--- src/rtl/run_sequencer.sv ---
// Run sequencer: holds a core in reset, releases it at a selected program's start PC,
// then tracks completion or timeout and holds the result until the request drops.
module run_sequencer #(
    parameter int unsigned INIT_CYCLES    = 2,
    parameter int unsigned DRAIN_CYCLES   = 1,
    parameter int unsigned TIMEOUT_CYCLES = 4096,
    parameter logic [11:0] PROG0_ADDR     = 12'h000,
    parameter logic [11:0] PROG1_ADDR     = 12'h100,
    parameter logic [11:0] PROG2_ADDR     = 12'h200,
    parameter logic [11:0] PROG3_ADDR     = 12'h300
) (
    input  logic        clk,
    input  logic        reset,
    input  logic        req,
    input  logic [1:0]  prog_id,
    input  logic        core_done,
    output logic        core_reset,
    output logic        core_en,
    output logic [11:0] start_addr,
    output logic        done,
    output logic        err,
    output logic [15:0] cycle_count
);

    typedef enum logic [2:0] {IDLE, INIT, RUN, DRAIN, DONE} state_t;

    state_t      state, next_state;
    logic        req_q;
    logic        armed;
    logic [31:0] phase_cnt, phase_next;
    logic [15:0] count_next, count_inc;
    logic        err_next;
    logic [11:0] addr_next, prog_addr;
    logic        done_seen;

    always_comb begin
        next_state = state;
        phase_next = phase_cnt;
        count_next = cycle_count;
        err_next   = err;
        addr_next  = start_addr;
        count_inc  = (cycle_count == 16'hFFFF) ? cycle_count : cycle_count + 16'd1;
        // X/Z on core_done falls to the else branch, so only a clean 1 counts
        done_seen  = 1'b0;
        if (core_done == 1'b1) done_seen = 1'b1;

        case (prog_id)
            2'd0:    prog_addr = PROG0_ADDR;
            2'd1:    prog_addr = PROG1_ADDR;
            2'd2:    prog_addr = PROG2_ADDR;
            default: prog_addr = PROG3_ADDR;
        endcase

        case (state)
            IDLE: begin
                if (req && !req_q && armed) begin
                    addr_next  = prog_addr;
                    count_next = '0;
                    err_next   = 1'b0;
                    phase_next = '0;
                    next_state = INIT;
                end
            end
            INIT: begin
                if (phase_cnt + 32'd1 >= INIT_CYCLES) begin
                    phase_next = '0;
                    next_state = RUN;
                end else begin
                    phase_next = phase_cnt + 32'd1;
                end
            end
            RUN: begin
                count_next = count_inc;
                if (done_seen) begin
                    phase_next = '0;
                    next_state = (DRAIN_CYCLES == 0) ? DONE : DRAIN;
                end else if ({16'd0, count_inc} == TIMEOUT_CYCLES) begin
                    err_next   = 1'b1;
                    next_state = DONE;
                end
            end
            DRAIN: begin
                if (phase_cnt + 32'd1 >= DRAIN_CYCLES) begin
                    phase_next = '0;
                    next_state = DONE;
                end else begin
                    phase_next = phase_cnt + 32'd1;
                end
            end
            DONE: begin
                if (!req) next_state = IDLE;
            end
            default: next_state = IDLE;
        endcase
    end

    // armed blocks a req level held high through reset from looking like a rising edge
    always_ff @(posedge clk) begin
        if (reset) begin
            state       <= IDLE;
            req_q       <= 1'b0;
            armed       <= 1'b0;
            phase_cnt   <= '0;
            cycle_count <= '0;
            err         <= 1'b0;
            start_addr  <= PROG0_ADDR;
            core_reset  <= 1'b1;
            core_en     <= 1'b0;
            done        <= 1'b0;
        end else begin
            state       <= next_state;
            req_q       <= req;
            armed       <= armed | ~req;
            phase_cnt   <= phase_next;
            cycle_count <= count_next;
            err         <= err_next;
            start_addr  <= addr_next;
            core_reset  <= (next_state == IDLE) || (next_state == INIT);
            core_en     <= (next_state == RUN) || (next_state == DRAIN);
            done        <= (next_state == DONE);
        end
    end

endmodule

--- config.mk ---
export PLATFORM = sky130hd
export DESIGN_NAME = run_sequencer
export DESIGN_NICKNAME = d
export VERILOG_FILES = /design/src/rtl/run_sequencer.sv
export SDC_FILE = /design/constraint.sdc
export NUM_CORES = 1
export LEC_CHECK = 0
export BUFFER_PORTS_ARGS = -buffer_cell sky130_fd_sc_hd__buf_4
export CORE_MARGIN = 4
export CORE_UTILIZATION = 58
export CTS_BUF_LIST = sky130_fd_sc_hd__clkbuf_16
export CTS_CLUSTER_SIZE = 14
export DETAILED_ROUTE_END_ITERATION = 7
export GPL_ROUTABILITY_DRIVEN = 0
export HOLD_SLACK_MARGIN = 0.05
export PLACE_DENSITY = 0.78
export SYNTH_ARGS = -nofsm -noshare
export SYNTH_HDL_FRONTEND = slang
export SYNTH_SLANG_ARGS = --single-unit
--- constraint.sdc ---
create_clock -name clk -period 2.6 [get_ports clk]
set_clock_uncertainty 0.05 [all_clocks]
set_input_delay 0.13 -clock clk [delete_from_list [all_inputs] [get_ports clk]]
set_output_delay 0.13 -clock clk [all_outputs]
set_load 0.01 [all_outputs]
==> impl_metrics.json <==
{
  "synth_async_sr_flop_share": 0,
  "netlist_area_um2": 3220,
  "synth.largest_area_cell": "dfxtp_1",
  "power_density_nw_per_um2": 531,
  "p_leak_nw": 1.43,
  "fp.dieArea_um2": 6800,
  "yosys-top-cells-count": "59 x dfxtp_1, 31 x and2_1, 30 x nand3_1, 28 x nand2_1, 27 x nor2_1",
  "whs_path_depth": 2,
  "synth_ff_type": "dfxtp_1",
  "cp.required_ns": 2.75,
  "p_seq_frac": 0.460,
  "cts_root_buf": "clkbuf_16",
  "whs_endpoint": "cycle_count[0]",
  "syn_to_final_growth_pct": 17.4,
  "regArea_um2": 1180,
  "synth_compound_area_frac": 0.152,
  "relSlewSlack": 0.605,
  "clk_latency_ns": 0.32,
  "grt_pass1_vias": 2688,
  "p_clk_frac": 0.499,
  "ys_seq_area_frac": 0.367,
  "cp-start-kind": "register",
  "nets": 431,
  "maxCapViolations": 0,
  "p_sw_w": 0.000440,
  "reg2reg_from": "cycle_count[0]",
  "ys_warn_count": 0,
  "fin_setup_tns_ns": 0,
  "fmax_mhz": 404,
  "cts_htree_levels": 3,
  "fin_crit_sh": 0.952,
  "first_pass_iters": 5,
  "p_int_w": 0.00156,
  "initial_core_util": 0.614,
  "die_y_um": 82.5,
  "netlist_top_cells_area": "dfxtp_1 37%, and2_1 6.0%, nand3_1 4.7%, nand2_1 3.3%, nor2_1 3.2%",
  "setup_viol": 0,
  "irDropWorstVdd_uv": 426,
  "wire_per_inst_um": 14.7,
  "synthXorXnorAreaFrac": 0.0327,
  "r2r-end": "core_en",
  "port_buffers": 27,
  "critPathSlowestCell": "or4b_1",
  "synth_top_area_frac": 0.367,
  "synth_top_family_by_area": "simple AND/OR/NAND/NOR gates",
  "final_max_slew_viol_count": 0,
  "n_antenna_cell": 0,
  "netSwitchingFraction": 0.220,
  "cp_cell_sequence": "ha_1 > or4b_1 > a211oi_2 > o211ai_1 > nor4_4 > a211oi_1 > a21o_1 > or2_1",
  "multi_input_area_um2": 1920,
  "synth_cells": 388,
  "synth_area_per_cell_um2": 8.29,
  "synthAdderAreaFrac": 0.0156,
  "rows": 26,
  "antenna_found_initial": 0,
  "cts_tree": "yes",
  "grt_pass1_wl_mm": 12.0,
  "grt_usage": 0.229,
  "cts_buffers": 9,
  "hpwl_mm": 5.01,
  "grt_overflow": 0,
  "post-route-drc-count": 0,
  "drt_wl_total_mm": 7.29,
  "min-delay-start": "reset",
  "crit_path_end_kind": "register",
  "ios": 38,
  "path_class": "reg -> reg",
  "synth_seq_cells": 59,
  "drt-initial-drc-count": 147,
  "synth-simple-area-share": 0.356,
  "clock_sinks": 59,
  "slowest_delay_ns": 0.48,
  "ys_types": 58,
  "die_w_um": 82.5,
  "post-place-cells": 475,
  "vias_per_cell": 5.93,
  "yosysMostFrequentCell": "dfxtp_1",
  "arrival_ns": 2.63,
  "core_um2": 5240,
  "min_period_ns": 2.47,
  "num_vias": 2936,
  "status": "finished, final reports clean",
  "worstMarginPinSlew_ns": 0.587,
  "path_clk_slew_ns": 0.05,
  "hp-class": "in -> reg",
  "worst-path-max-fanout": 3,
  "hold_viol": 0,
  "synth.mux.area_fraction": 0.0167,
  "grt_max_degree": 28,
  "clock_path_buffers": 2,
  "ant_nets": 0,
  "rsz0062_at_grt": "false",
  "rrSetupSlack_ns": 0.13,
  "whs_ns": 0.101,
  "layout.cells.non_filler": 495,
  "synth-edff-count": 0,
  "r2r_cells": 8,
  "comb_power_share": 0.042,
  "fill_cells": 418,
  "drive_gt1_frac": 0.181
}
-- cells by family after synthesis --
kind of cell	after synthesis
AOI/OAI and AO/OA	72
adders and majority gates	4
other	1
xor gates and xnor gates	12
muxes	5
and+or+nand+nor	201
buffers and inverters	34
DFF	59
-- per-stage QoR --
stage | cell area [um^2] | power, W | setup WS [ns] | utilization
floorplan | 3250 | 0.00100 | 0.132 | -
global placement | 3440 | 0.00102 | 0.168 | 0.657
detailed placement | 3440 | 0.00102 | 0.159 | 0.657
CTS | 3720 | 0.00202 | 0.130 | 0.711
global route | 3780 | 0.00208 | 0.0117 | 0.721
finish | 3780 | 0.00200 | 0.125 | 0.721
-- worst max-delay path, delay by kind of cell, from the launching register on --
kind | cells | cell delay, ns
adders and majority gates | 1 | 0.29
AOI/OAI and AO/OA | 4 | 0.69
and+or+nand+nor | 3 | 1.02
DFF | 1 | 0.31
-- state kept, by name, indices dropped and copies added, names as in the netlist --
register	flops
armed	1
err	1
phase_cnt	32
cycle_count	16
done	1
core_en	1
core_reset	1
state	3
start_addr	2
req_q	1
-- worst max path at each step --
stage	start	endpoint	slack (ns)	depth (start not counted)
detailed placement	phase_cnt[0]	core_reset	0.16	9
floorplan	cycle_count[0]	core_en	0.13	8
global route	phase_cnt[0]	core_reset	0.01	9
CTS	cycle_count[0]	core_en	0.13	8
finish	cycle_count[0]	core_en	0.13	8
global placement	cycle_count[0]	state[1]	0.17	8
-- area by class of cell --
type	count	area share
Clock inverter	6	0.00696
Timing Repair Buffer	41	0.0835
Inverter	6	0.00596
Tap cell	70	0.0232
Sequential cell	59	0.313
Multi-Input combinational cell	304	0.508
Clock buffer	9	0.0596
-- power groups by stage --
stage                     clock (W)  sequential (W)  combinational [W]
final                       0.00100        0.000921          0.0000835
after global routing        0.00107        0.000921          0.0000940
after CTS                   0.00101        0.000921          0.0000832
after detailed placement          0        0.000939          0.0000788
after global placement            0        0.000939          0.0000778
after floorplan                   0        0.000936          0.0000672
-- metal layers --
metal | routed length, um | vias up | global-route usage | part of all wire
met5 | 0 | - | 0 | 0
met4 | 201 | 0 | 0.110 | 0.028
met3 | 499 | 21 | 0.0564 | 0.068
met2 | 3520 | 114 | 0.392 | 0.48
met1 | 3070 | 1334 | 0.266 | 0.42
li1 | - | 1467 | - | -
-- cells in the final DEF (no fill, tap or decap), types with 10 or more instances in the layout --
cell     instances
nand2_1         28
conb_1          10
dfxtp_1         58
and2_1          31
nor2_1          26
nand4_1         13
a21oi_1         20
nor3_1          14
and3_1          11
buf_4           38
nand3_1         29
-- timing repair --
action	CTS	global route
resized for setup	0	9
hold buffers	3	0
hold endpoints to repair	4	0
buffers inserted	0	2
setup endpoints to repair	0	6
Note: power is estimated with default switching activity, not from simulation.
